`src/rtl/dir_key_encoder.sv`:
```
// dir_key_encoder: debounced snake-game keys -> filtered 2-entry direction queue with valid/ready pop.
// Define REVERSE_FILTER_EN to also reject presses opposite to the reference direction.
module dir_key_encoder #(
  parameter int DEBOUNCE_CYCLES = 50000,
  parameter int CNT_W = 16
) (
  input  logic       SYS_CLK,
  input  logic       RST,
  input  logic       UP,
  input  logic       DOWN,
  input  logic       LEFT,
  input  logic       RIGHT,
  input  logic       PAUSE,
  input  logic       dir_ready,
  output logic       dir_valid,
  output logic [1:0] dir,
  output logic [1:0] cur_dir,
  output logic       paused,
  output logic [7:0] drop_cnt
);
  logic [4:0] raw, s1, s2, deb, deb_d, press;
  logic [CNT_W-1:0] cnt [5];
  logic [1:0] q1, cand, ref_dir, n_q0, n_q1, count, n_count;
  logic single, any_dir, bad, push, drop, pop, flush;

  assign raw = {PAUSE, RIGHT, LEFT, DOWN, UP};

  always_ff @(posedge SYS_CLK or posedge RST)
    if (RST) begin
      s1 <= '0;
      s2 <= '0;
      deb <= '0;
      deb_d <= '0;
      press <= '0;
      for (int i = 0; i < 5; i++) cnt[i] <= '0;
    end else begin
      s1 <= raw;
      s2 <= s1;
      deb_d <= deb;
      press <= deb & ~deb_d;
      for (int i = 0; i < 5; i++)
        if (s2[i] == deb[i]) cnt[i] <= '0;
        else if (cnt[i] == CNT_W'(DEBOUNCE_CYCLES - 1)) begin
          cnt[i] <= '0;
          deb[i] <= ~deb[i];
        end else cnt[i] <= cnt[i] + 1'b1;
    end

  // a press only counts when no other direction is held or pressed alongside it
  assign single  = $onehot(press[3:0]) && ((deb[3:0] & ~press[3:0]) == 4'b0);
  assign cand    = {press[3] | press[2], press[3] | press[1]};
  assign ref_dir = count == 2'd2 ? q1 : count == 2'd1 ? dir : cur_dir;
  assign any_dir = |press[3:0] & ~paused & ~press[4];
  assign pop     = dir_valid & dir_ready;
  assign flush   = press[4] & ~paused;
`ifdef REVERSE_FILTER_EN
  assign bad = ~single | (cand == ref_dir) | (cand == (ref_dir ^ 2'b01)) | (count == 2'd2 & ~pop);
`else
  assign bad = ~single | (cand == ref_dir) | (count == 2'd2 & ~pop);
`endif
  assign push = any_dir & ~bad;
  assign drop = any_dir & bad;

  // a flush keeps the head register so dir holds its last value
  always_comb begin
    n_q0 = dir;
    n_q1 = q1;
    n_count = count;
    if (pop & ~flush) begin
      n_q0 = count == 2'd2 ? q1 : dir;
      n_count = count - 2'd1;
    end
    if (push) begin
      if (n_count == 2'd0) n_q0 = cand;
      else n_q1 = cand;
      n_count = n_count + 2'd1;
    end
    if (flush) n_count = 2'd0;
  end

  always_ff @(posedge SYS_CLK or posedge RST)
    if (RST) begin
      count <= '0;
      dir <= '0;
      q1 <= '0;
      dir_valid <= 1'b0;
      cur_dir <= '0;
      paused <= 1'b0;
      drop_cnt <= '0;
    end else begin
      count <= n_count;
      dir <= n_q0;
      q1 <= n_q1;
      dir_valid <= n_count != 2'd0;
      if (pop) cur_dir <= dir;
      if (press[4]) paused <= ~paused;
      if (drop && drop_cnt != 8'hff) drop_cnt <= drop_cnt + 8'd1;
    end
endmodule

```
`config.mk`:
```
export PLATFORM = sky130hd
export DESIGN_NAME = dir_key_encoder
export DESIGN_NICKNAME = d
export VERILOG_FILES = /design/src/rtl/dir_key_encoder.sv
export SDC_FILE = /design/constraint.sdc
export NUM_CORES = 1
export LEC_CHECK = 0
export CAP_MARGIN = 30
export CORE_MARGIN = 10
export CORE_UTILIZATION = 50
export CTS_BUF_LIST = sky130_fd_sc_hd__clkbuf_2 sky130_fd_sc_hd__clkbuf_4 sky130_fd_sc_hd__clkbuf_8
export DETAILED_ROUTE_END_ITERATION = 16
export PLACE_DENSITY_LB_ADDON = 0.08
export SLEW_MARGIN = 10
export SYNTH_ARGS = -nofsm -noshare
export SYNTH_HDL_FRONTEND = slang
export SYNTH_SLANG_ARGS = --single-unit
export TNS_END_PERCENT = 100
```
`constraint.sdc`:
```
create_clock -name SYS_CLK -period 7.5 [get_ports SYS_CLK]
set_clock_uncertainty 0.1 [all_clocks]
set_input_delay 1.5 -clock SYS_CLK [delete_from_list [all_inputs] [get_ports SYS_CLK]]
set_output_delay 1.5 -clock SYS_CLK [all_outputs]
set_load 0.03 [all_outputs]
```
* Yosys cells after proc, flatten, opt, wreduce, memory -nomap -nowiden
Cells that the tools add are included.
** Word-level totals
- Flip-flop bits (word level) :: 123
- Bits of input ports :: 8
- Word-level logic and storage cells :: 111
- Output and inout port bits :: 14
** Operators by class
- Reductions and logical operators :: 12
- Bitwise operators :: 33
- Equality and inequality tests :: 15
- Mux-type cells :: 19
- Add/sub/neg operators :: 11
** Operators with widths (count)
- two-way mux 16 bit :: 10
- adder 16 x 1 -> 16 bit (second input constant) :: 5
- == test 16 bit (second input constant) :: 5
- two-way mux 2 bit :: 9
- NOT 1 bit :: 17
- AND reduction 2 bit :: 6
- adder 8 x 1 -> 8 bit (second input constant) :: 1
- AND 1 bit :: 8
- inequality test 8 bit (second input constant) :: 1
- AND 5 bit :: 1
- == test 1 bit :: 5
- NOT 5 bit :: 1
- adder 1 x 1 -> 2 bit :: 2
- AND 4 bit :: 1
- logical NOT 4 bit :: 1
- NOT 4 bit :: 1
- bitwise OR 1 bit :: 4
- OR reduction 4 bit :: 1
- adder 2 x 2 -> 3 bit :: 1
- == test 3 x 1 -> 1 bit (second input constant) :: 1
- adder 2 x 1 -> 2 bit (second input constant) :: 1
- == test 2 x 1 -> 1 bit (second input constant) :: 1
- == test 2 bit :: 1
- == test 2 bit (second input constant) :: 1
- 4 further kinds :: 5

* Depth between registers and ports, before layout
Gate-level depths: netlist of the first run.
- Depth after elaboration :: 12
- Depth in mapped cells :: 10

* Worst setup path before layout of the first run
Ideal clock, no wire load.
- Kind :: input to register
- From :: in dir_ready
- To :: reg drop_cnt[1]
- Path buffers :: 0
- Stages on the path :: 6
- Setup time :: 0.128 ns
- Path slack :: 4.506 ns
- Arrival :: 2.766 ns
- Path through :: nand2_1 > a2111oi_0 > and3_1 > nand3_2 > nand3_2 > mux2_1
** On the way
- Cells in the longest elaborated chain, start to end :: 6
** RTL lines
- from (decl) :: RTL line 14 : input logic dir_ready,
- AND 1 bit :: RTL line 54 : assign pop = dir_valid & dir_ready;
- NOT 1 bit :: RTL line 59 : assign bad = ~single | (cand == ref_dir) | (count == 2'd2 & ~pop);
- AND 1 bit :: RTL line 59
- bitwise OR 1 bit :: RTL line 59
- AND 1 bit :: RTL line 62 : assign drop = any_dir & bad;
- logical AND 1 bit :: RTL line 97 : if (drop && drop_cnt != 8'hff) drop_cnt <= drop_cnt + 8'd1;
- to (signal assigned) :: RTL line 97
- to (decl) :: RTL line 19 : output logic [7:0] drop_cnt
Every way passes these cells.
A chain may end at the register's enable or synchronous reset.

* Worst setup path after layout of the first run
Ends and elaborated chain as after synthesis.

==> results of run 1 <==
synth_stat cells (6+ instances only):
| cell | n | area share |
|---|---|---|
| and3_1 | 15 | 0.017 |
| nor2_1 | 92 | 0.061 |
| and4_1 | 6 | 0.0093 |
| nand4_1 | 27 | 0.030 |
| dfrtp_1 | 123 | 0.54 |
| nor2b_1 | 8 | 0.0089 |
| ha_1 | 12 | 0.027 |
| nor3_1 | 11 | 0.0097 |
| xor2_1 | 50 | 0.078 |
| nand3_1 | 26 | 0.023 |
| inv_1 | 19 | 0.013 |
| xnor2_1 | 35 | 0.054 |
| mux2_2 | 6 | 0.012 |
| mux2i_1 | 9 | 0.016 |
| nand2_1 | 34 | 0.023 |
cells by family (layout without fill, tap and decap cells):
kind of cell,count (synthesis),count (layout),share of synthesized area
mux,16,16,0.02989
fa+ha+maj,13,13,0.03011
simple gates,245,245,0.2174
buf+inv,29,73,0.02148
flops,123,123,0.5447
xor+xnor,85,85,0.1318
compound gates,18,18,0.02458
worst max-delay path by stage:
stage / start / endpoint / slack, ns / depth (start not counted)
after floorplan: RST / cnt[0]$_DFF_PP0_ / 2.63 / 1
final: dir_ready / drop_cnt[1]$_DFFE_PP0P_ / 4.23 / 7
after global routing: dir_ready / drop_cnt[1]$_DFFE_PP0P_ / 4.07 / 7
after global placement: dir_ready / drop_cnt[1]$_DFFE_PP0P_ / 3.91 / 7
after detailed placement: dir_ready / drop_cnt[1]$_DFFE_PP0P_ / 3.80 / 7
after CTS: paused$_DFFE_PP0P_ / paused / 4.24 / 1
cell type report:
type                       instances  area (sq um)  area share
clock inverter                     8         67.56     0.01061
multi-input combinational        377          2451      0.3849
sequential                       123          3078      0.4833
tap                              140         175.2     0.02750
clock buffer                      24         305.3     0.04794
inverter                          19         73.82     0.01159
timing repair buffer              22         217.7     0.03418
per-stage QoR:
stage          instance area [sq um]  utilization  hold WS (ns)  worst slack, ns  total power [W]
2_1_floorplan                   5650            -        0.2312            2.629        0.0007173
3_3_place_gp                    5996       0.5483        0.2332            3.907        0.0007279
3_5_place_dp                    5996       0.5483        0.2379            3.796        0.0007288
4_1_cts                         6369       0.5824        0.2469            4.243         0.001277
5_1_grt                         6369       0.5824        0.2536            4.068         0.001315
6_report                        6369       0.5824        0.2467            4.226         0.001254
report_power, final:
group | switching [W] | internal (W) | total, W
logic | 0.0000242 | 0.0000109 | 0.0000351
clock network | 0.000240 | 0.000299 | 0.000539
registers | 0.00000708 | 0.000673 | 0.000680
critical path: cells and delay by family:
kind                   cells  cell delay [ns]
buffers and inverters      1             0.46
multiplexers               1             0.33
AND/OR/NAND/NOR            4             0.76
AO/OA/AOI/OAI              1             0.44
flip-flops by register name (all words and copies together), names as in the netlist:
signal / count
cnt: 80
drop_cnt: 8
deb: 5
deb_d: 5
press: 5
s1: 5
s2: 5
count: 2
cur_dir: 2
dir: 2
q1: 2
dir_valid: 1
paused: 1
metal layers:
metal	vias to the layer above	part of all wire	GRT usage
met4	0	0.017	0.06363
met1	1817	0.50	0.1600
met5	-	0	0
li1	1842	-	-
met2	43	0.45	0.1878
met3	13	0.034	0.03748
==> results.yml, run 1 <==
cts:
  cts_resized: 0
  cts_buffers: 17
  clock_latency_ns: 0.43
  cts_setup_buffers: 0
  root_buffer: "clkbuf_8"
  htreeDepth: 4
  clk_pin_slew_worst_paths_ns: 0.07
  cts_hold_buf: 0
  cts_tree: "done"
  clock_path_buffers: 2
  clkSinkCount: 123
global_routing:
  grt_usage: 0.1249
  grt_max_degree: 65
  grt_pass1_vias: 3697
  grt_pass1_wl_um: 16740
  grt_overflow_total: 0
  antenna_found_initial: 0
critical_path:
  crit_path_end_kind: "flop"
  timing_worst_setup_path_type: "in2reg"
  crit_path_start_kind: "input pin"
  cp_max_fo: 7
  cp.arrival_ns: 3.48
  reg2reg_setup_slack_ns: 4.43
  r2r_start: "press[3]$_DFF_PP0_"
  worst_ep_required_time_ns: 7.71
  crit_top_cell: "nand3_2"
  slowest_stage: "clkdlybuf4s50_1"
  r2r-end: "drop_cnt[1]$_DFFE_PP0P_"
  path_cells: "clkdlybuf4s50_1, nand2_1, a2111oi_0, and3_1, nand3_2, nand3_2, mux2_1"
  cp_slowest_stage_delay_ns: 0.46
  rr_worst_depth: 10
logic_synthesis:
  synth_nets: 550
  synth_edf_count: 0
  netlist_area_sq_um: 5650
  synth_area_per_cell_sq_um: 10.68
  synth_ff_type: "dfrtp_1"
  synthArstFlopShare: 1.000
  ys_seq_area_frac: 0.5447
  ys_seq_elements: 123
  synth_cells: 529
  ys_types: 46
  ys_warn_count: 0
layout:
  drive_gt1_frac: 0.08901
  final_cell_mix: "dfrtp_1 (123), nor2_1 (92), xor2_1 (50)"
  nFillCells: 981
  final_cells: 713
  mostFrequentLayoutCell: "dfrtp_1"
  areaGrowthSynthToFinish_pct: 12.71
  antenna_cells: 0
  nets: 581
timing:
  fin_crit_ns: 3.274
  setup_viol: 0
  maxSlewHeadroom: 0.4920
  maxSlewViolCount: 0
  setup-tns-final_ns: 0
  hold_violations: 0
  worst_pin_slew_ns: 0.7620
  fin_crit_sh: 0.4366
  timing.fmax_ghz: 0.3054
  rsz0062_at_grt: "no"
routing:
  wl_per_cell_um: 13.13
  drc: 0
  vias: 3715
  dr.pass1.iters: 4
  via_per_inst: 5.210
  drt-initial-drc-count: 197
  ant_nets: 0
  routed_wl_um: 9363
floorplan:
  fp-row-count: 38
  ioPinCount: 22
  die_y_um: 126.3
  die_w_um: 126.3
  core-area_sq_um: 10940
  initial_core_util: 0.5167
  dieArea_sq_um: 15950
status:
  status: "finished clean"
hold_path:
  min_from: "s1[2]$_DFF_PP0_"
  whs_endpoint: "s2[2]$_DFF_PP0_"
  hold_path_depth: 0
  hold_class: "reg2reg"
placement:
  gp_routability_congestion: 0.7513
  place_hpwl_um: 6490
  dp_cells: 681
  io_buffers: 21
job:
  cap_violations: 0
pwr:
  ir_drop_mv: 0.1500
  leakage_nw: 2.871
  power-per-cell-area_nw_per_um2: 196.9
Power figures use the tool's default switching activity.
==> run 2: changes to the inputs <==
==> constraint.sdc (replaced) <==
create_clock -name SYS_CLK -period 2.6 [get_ports SYS_CLK]
set_clock_uncertainty 0.1 [all_clocks]
set_input_delay 0.52 -clock SYS_CLK [delete_from_list [all_inputs] [get_ports SYS_CLK]]
set_output_delay 0.52 -clock SYS_CLK [all_outputs]
set_load 0.03 [all_outputs]
==> run 2 against run 1 <==
The flow now finishes with violations (negative setup slack). Clock-buffer cell count decreased by 2. Sequential share of layout area decreased by 1.6 points. Routed wire length increased by 1.9%. Die area unchanged. Non-clock buffer count increased by 15. Register-to-register slack got worse by 4.5 ns. Largest cell class unchanged.
==> results.yml, run 2 (synthesis results as in run 1) <==
layout:
  drive_gt1_frac: 0.1276
  antenna_cells: 0
  top_register: "cnt"
  nets: 596
  top_regs: "cnt: 80 flops, drop_cnt: 8 flops"
  final_cell_mix: "dfrtp_1 (123), nor2_1 (92), xor2_1 (50)"
  largest_register_ffs: 80
  final_core_util: 0.6022
  nFillCells: 943
  stdcell_area_sq_um: 6585
  multi_input_area_sq_um: 2499
  final_cells: 728
  mostFrequentLayoutCell: "dfrtp_1"
  final-seq-area_sq_um: 3078
  areaGrowthSynthToFinish_pct: 16.54
critical_path:
  r2r_start: "press[0]$_DFF_PP0_"
  rr_worst_depth: 11
  cp_max_fo: 5
  reg2reg_setup_slack_ns: -0.09
  worst_ep_required_time_ns: 2.81
  endpoint: "dir_valid$_DFF_PP0_"
  crit_path_start_kind: "flop"
  timing_worst_setup_path_type: "reg2reg"
  r2r-end: "dir_valid$_DFF_PP0_"
  crit_start: "press[0]$_DFF_PP0_"
  crit_path_end_kind: "flop"
  cp.arrival_ns: 2.90
cts:
  clk_pin_slew_worst_paths_ns: 0.07
  clkSinkCount: 123
  htreeDepth: 4
  cts_buffers: 17
  cts_tree: "done"
  clock_path_buffers: 2
  clock_latency_ns: 0.43
  root_buffer: "clkbuf_8"
timing:
  setup_viol: 7
  maxSlewViolCount: 0
  rsz0062_at_grt: "yes"
  hold_violations: 0
  timing.fmax_ghz: 0.3722
  fin_ws_ns: -0.08702
  worst_pin_slew_ns: 0.5382
  fin_crit_sh: 1.033
  fin_crit_ns: 2.687
  maxSlewHeadroom: 0.6412
global_routing:
  grt_overflow_total: 0
  grt_pass1_wl_um: 17170
  grt_pass1_vias: 3842
  antenna_found_initial: 0
  grt_usage: 0.1280
  grt_max_degree: 64
placement:
  placed_cell_area_sq_um: 6106
  io_buffers: 21
  dp_cells: 693
  place_hpwl_um: 6609
  gp_routability_congestion: 0.7739
routing:
  drt-initial-drc-count: 183
  wl_per_cell_um: 13.11
  drc: 0
  routed_wl_um: 9544
  dr.pass1.iters: 4
  vias: 3720
  ant_nets: 0
  via_per_inst: 5.110
floorplan:
  die_w_um: 126.3
  initial_core_util: 0.5167
  core-area_sq_um: 10940
  die_y_um: 126.3
  dieArea_sq_um: 15950
  ioPinCount: 22
  fp-row-count: 38
pwr:
  leakage_nw: 2.943
  ir_drop_mv: 0.3698
  power-per-cell-area_nw_per_um2: 571.5
status:
  status: "finished with violations"
  violations: "negative setup slack"
job:
  cap_violations: 0
hold_path:
  hold_class: "reg2reg"
  min_from: "s1[3]$_DFF_PP0_"
==> run 2: repair_timing <==
item                       4_1_cts  5_1_grt
gates resized for setup          7        2
buffers inserted                 1        2
cloned                           0        0
pin swaps                        5        4
hold buffers                     0        0
setup endpoints to repair       13       14
==> run 2: power by group <==
group	leakage, nW	switching [W]	internal, W
Clock	0.204	0.000736	0.000961
Combinational	1.07	0.0000705	0.0000357
Sequential	1.67	0.0000202	0.00194
Total	2.94	0.000827	0.00294
==> run 2: cell type report <==
cell class	instances	share of cell area
inverters	19	0.01140
flip-flops and latches	123	0.4674
repair buffers	37	0.05263
clock buffers	22	0.04503
multi-input cells	377	0.3794
well taps	140	0.02660
clock inverters	10	0.01748
==> run 2: metal layers <==
layer | GRT usage | wire (um)
met4 | 0.04756 | 112
met2 | 0.2085 | 4590
met3 | 0.04790 | 378
met1 | 0.1515 | 4462
met5 | 0 | 0
==> run 2: critical path: stages, from the launching register on <==
cell and delay, ns:
dfrtp_1 0.34, inv_2 0.05, fa_1 0.54, inv_1 0.05, ha_2 0.17, ha_4 0.22, a2111oi_4 0.30, and3_4 0.25
nand4_4 0.12, buf_4 0.17, o31ai_2 0.19, a31oi_1 0.07
==> run 2: worst min-delay path by stage <==
stage,depth (start not counted),endpoint
floorplan,0,s2[0]$_DFF_PP0_
global placement,0,s2[1]$_DFF_PP0_
detailed placement,0,s2[1]$_DFF_PP0_
CTS,0,s2[1]$_DFF_PP0_
global route,0,s2[4]$_DFF_PP0_
finish,0,s2[3]$_DFF_PP0_
==> run 2: stage by stage <==
step | hold slack, ns | setup TNS, ns | setup WS (ns) | power, W
after floorplan | 0.2312 | -0.1045 | -0.05447 | 0.002070
after global placement | 0.2331 | -0.07180 | -0.03609 | 0.002103
after CTS | 0.2516 | -0.2125 | -0.06133 | 0.003819
after global routing | 0.2581 | -1.363 | -0.1761 | 0.003928
final | 0.2510 | -0.2341 | -0.08702 | 0.003763
after detailed placement | 0.2355 | -0.6782 | -0.1285 | 0.002107
==> RTL change 1, RTL diff (config.mk and constraints of run 2) <==
The parameter `CNT_W` goes from 16 to 24.
--- a/src/rtl/dir_key_encoder.sv
+++ b/src/rtl/dir_key_encoder.sv
@@ -4,3 +4,3 @@
   parameter int DEBOUNCE_CYCLES = 50000,
-  parameter int CNT_W = 16
+  parameter int CNT_W = 24
 ) (
Check against the original RTL: same outputs for any inputs over 10 cycles, from zero or initial values and one cycle with RST high; that may be too few to reach the edited logic, so the function may still have changed.
==> RTL change 1 against run 2 <==
  * The run still ends with setup timing left
  * Cell area rose by 34%
  * Sequential cell count rose by 40
  * Combinational power rose by 28%
  * Area after synthesis rose by 39%
  * Setup slack improved by 33 ps
  * Final cell count rose by 40%
  * First-iteration DRC count rose by 49%
  * Routed wire length rose by 46%
  * Total power rose by 20%
  * Maximum frequency rose by 1.3%
  * Largest cell class unchanged
  * Highest routed layer unchanged
==> RTL change 1: results (changes against run 2) <==
xor/xnor cell area share of the yosys netlist 0.139 (was 0.132); Yosys reg bits 163 (was 123); Final GP Congestion 0.771 (was 0.774); Post-Synth Adder-Cell Area 0.0217 (was 0.0301); area of the multi-input gates 3610 sq um (was 2500 sq um); largest net degree at the start of global routing 69 (was 64); Arr. time, crit path 2920 ps (was 2900 ps); WL met1 6.77 mm (was 4.46 mm); Final Cell Area 8830 sq um (was 6590 sq um); FF/Latch Area 4080 sq um (was 3080 sq um); Synth cell types 50 (was 46); Int Power 0.00347 W (was 0.00294 W); vias in the first global route 5347 (was 3842); GRT Overall Usage 0.136 (was 0.128); Mapped Cells 763 (was 529); Final nets 817 (was 596); synth top area cells dfrtp_1 52%, xor2_1 8.6%, nor2_1 6.9%, xnor2_1 5.4%, nand3_1 3.3% (was dfrtp_1 54%, xor2_1 7.8%, nor2_1 6.1%, xnor2_1 5.4%, nand4_1 3.0%); IR drop worst, VDD 0.339 mV (was 0.370 mV); Clock buf/inv share 0.0436 (was 0.0625); Commonest cells post-synth 163 x dfrtp_1, 144 x nor2_1, 77 x xor2_1 (was 123 x dfrtp_1, 92 x nor2_1, 50 x xor2_1); met2 wire length 6.73 mm (was 4.59 mm); status complete, but fails checks (unchanged); CLK BUF 19 (was 22); met3 wire len 360 um (was 378 um); leak pwr 3.81 nW (was 2.94 nW); Compound-Gate Fraction of Synth Area 0.0266 (was 0.0246); Placed Cells 985 (was 693); Worst Setup Slack, final -53.7 ps (was -87.0 ps); CTS-repair resized insts 1 (was 7); post-detailed-route wirelength per cell 13.7 um (was 13.1 um); P_seq 0.00258 W (was 0.00196 W); DR vias 5381 (was 3720); nonclk buf count 40 (was 37); measured slew at the worst slew-check pin 596 ps (was 538 ps); CP Max Fanout 8 (was 5); Worst R2R Path Depth 10 (was 11); biggest regs cnt (120), drop_cnt (8) (was cnt (80), drop_cnt (8)); first-pass GRT wire length 24.9 mm (was 17.2 mm); Setup Fix Bufs, Post-CTS 2 (was 1); Post-DP HPWL 9.55 mm (was 6.61 mm); met3 Usage GRT 0.0360 (was 0.0479); P_clk 0.00179 W (was 0.00170 W); final setup TNS -189 ps (was -234 ps); fin cells 1020 (was 728); GR Util met2 0.215 (was 0.209); GR Util met1 0.181 (was 0.152); share of cells above drive strength 1 0.104 (was 0.128); Multi-In Gates 549 (was 377); Placement Cell Area 8420 sq um (was 6110 sq um); Data buffer area share 0.0446 (was 0.0526); multiplexer share of the synthesized area 0.0258 (was 0.0299); Non-CTS inverters 25 (was 19); final setup fails 10 (was 7); final-layout fill cell count 1331 (was 943); failing checks setup timing (unchanged); sequential-to-total area share from yosys stat 0.519 (was 0.545); pre-CTS WS -85.4 ps (was -129 ps)
-- RTL change 1: cell types whose count changed in the layout (fill, tap and decap cells not counted), moves of 5 or more --
cell and delta:
nor3_1 +8, nand4_1 +5, dfrtp_1 +40, nor4_1 +7, nand3_1 +26, xor2_1 +27
xnor2_1 +13, and3_1 +6, nor4b_1 +7, nor2_1 +52, inv_1 +6, and4_1 +9
-- RTL change 1: worst max path at each step --
| stage | depth (start not counted) | startpoint | to | slack (ps) |
|---|---|---|---|---|
| finish | 10 | press[0] | q1[1] | -50 |
| global route | 10 | press[0] | q1[1] | -200 |
| CTS | 10 | press[0] | q1[1] | -70 |
| detailed placement | 10 | press[0] | q1[1] | -90 |
| global placement | 10 | press[0] | q1[1] | -2 |
| floorplan | 1 | RST | cnt[0] | -90 |
-- RTL change 1: worst max-delay path, stage by stage (launching register included) --
cell and delay [ps]:
dfrtp_1 360, inv_2 50, fa_1 520, inv_1 40, ha_2 170, ha_4 160
a2111oi_4 320, o311a_1 260, buf_12 140, and4b_1 260, mux2i_1 200
==> RTL change 2, RTL diff (config.mk and constraints of run 2) <==
Without the edit above. Put one more register stage on the output `drop_cnt`, without a reset. The value now appears one clock later. The other outputs are not delayed to match.
--- a/src/rtl/dir_key_encoder.sv
+++ b/src/rtl/dir_key_encoder.sv
@@ -20,2 +20,4 @@
 );
+
+  logic [7:0] drop_cnt_s0;
   logic [4:0] raw, s1, s2, deb, deb_d, press;
@@ -88,3 +90,3 @@
       paused <= 1'b0;
-      drop_cnt <= '0;
+      drop_cnt_s0 <= '0;
     end else begin
@@ -96,4 +98,8 @@
       if (press[4]) paused <= ~paused;
-      if (drop && drop_cnt != 8'hff) drop_cnt <= drop_cnt + 8'd1;
+      if (drop && drop_cnt_s0 != 8'hff) drop_cnt_s0 <= drop_cnt_s0 + 8'd1;
     end
+  always_ff @(posedge SYS_CLK) begin
+    drop_cnt <= drop_cnt_s0;
+  end
+
 endmodule
Behaviour: no difference found for any inputs over 10 cycles, from zero or initial values and one cycle with RST high; that may be too few to reach the edited logic, so the function may still have changed.
==> RTL change 2 against run 2 <==
  * Setup slack better by 110 ps
  * Sequential cell count increased by 8
  * Routed wire length shrank 0.89%
  * Total power rose by 3.7%
  * Critical path depth shrank 1
  * Die area is 2.4% higher
  * Cell area up 2.3%
  * Area after synthesis increased by 2.8%
  * Largest cell class unchanged
  * Highest routed layer unchanged
==> RTL change 2: results (changes against run 2) <==
status completed (was complete, but fails checks); Final GP Congestion 0.803 (was 0.774); clk_lat worst skew 440 ps; met3 wire len 418 um (was 378 um); slew margin rel. 0.561 (was 0.641); met2 wire length 4.38 mm (was 4.59 mm); WL met1 4.57 mm (was 4.46 mm); synth top area cells dfrtp_1 53%, xor2_1 7.5%, nor2_1 5.9%, xnor2_1 5.3%, nand4_1 2.9% (was dfrtp_1 54%, xor2_1 7.8%, nor2_1 6.1%, xnor2_1 5.4%, nand4_1 3.0%); Reg clk slew, reported paths 70 ps (about the same); first-pass GRT wire length 17.1 mm (was 17.2 mm); vias in the first global route 3880 (was 3842); Arr. time, crit path 2780 ps (was 2900 ps); multiplexer share of the synthesized area 0.0291 (was 0.0299); crit-path leading delay family adder cells (unchanged); crit-path max cell delay 520 ps (was 540 ps); GRT Overall Usage 0.127 (was 0.128); Commonest cells post-synth 123 x dfrtp_1, 92 x nor2_1, 50 x xor2_1 (unchanged); share of cells above drive strength 1 0.120 (was 0.128); fin cells 736 (was 728); ys async rst share 0.939 (was 1.00); Worst R2R Path Depth 10 (was 11); crit path to dir[1] (was dir_valid); met3 Usage GRT 0.0538 (was 0.0479); CTS-repair resized insts 8 (was 7); syn_nets 558 (was 550); sequential-to-total area share from yosys stat 0.557 (was 0.545); H-tree depth 4 (unchanged); GR Util met2 0.194 (was 0.209); DR vias 3776 (was 3720); biggest regs cnt (80), drop_cnt (8), drop_cnt_s0 (8) (was cnt (80), drop_cnt (8)); Placement Cell Area 6290 sq um (was 6110 sq um); largest net degree at the start of global routing 36 (was 64); Post-Synth Adder-Cell Area 0.0293 (was 0.0301); IO buf count 21 (unchanged); Final min period 2570 ps (was 2690 ps); Compound-Gate Fraction of Synth Area 0.0239 (was 0.0246); Worst R2R Setup Slack 30 ps (was -90 ps); Final nets 601 (was 596); IR drop worst, VDD 0.496 mV (was 0.370 mV); Synth cell types 47 (was 46); CTS buffer count 17 (unchanged); GR Util met1 0.157 (was 0.152); Final ANT Viol Nets 0 (unchanged); sw power 0.000844 W (was 0.000827 W); Most used DFF post-synth dfrtp_1 (unchanged); xor/xnor cell area share of the yosys netlist 0.128 (was 0.132); pre-CTS WS -134 ps (was -129 ps); Avg Synthesized Cell Area 10.8 sq um (was 10.7 sq um); Post-DP HPWL 6.45 mm (was 6.61 mm); HP Start s1[0] (was s1[3]); Placed Cells 703 (was 693); initial drt markers 217 (was 183); CP Max Fanout 6 (was 5); Setup Fix Bufs, Post-CTS 1 (unchanged); drt total wl 9.46 mm (was 9.54 mm); leak pwr 3.01 nW (was 2.94 nW); WHS Endpoint s2[0] (was s2[3]); Hold WS 252 ps (was 251 ps)
## RTL change 2: per-stage QoR
stage          setup TNS (ps)   util
2_1_floorplan            -104      -
4_1_cts                     0  0.590
3_3_place_gp             -117  0.551
3_5_place_dp             -777  0.551
6_report                    0  0.590
5_1_grt                  -423  0.590
## RTL change 2: power groups by stage
stage          clock network [W]  logic [W]  registers (W)
2_1_floorplan                  0  0.0000775        0.00212
3_3_place_gp                   0   0.000115        0.00212
3_5_place_dp                   0   0.000119        0.00212
4_1_cts                  0.00176   0.000120        0.00208
5_1_grt                  0.00187   0.000133        0.00209
6_report                 0.00171   0.000114        0.00208
## RTL change 2: area by class of cell
class                      instances  area [sq um]
clock buffer                      23           298
clock inverter                     9           104
fill                             958          4680
inverter                          19          75.1
multi-input combinational        377          2490
sequential                       131          3240
tap                              143           179
timing repair buffer              34           349
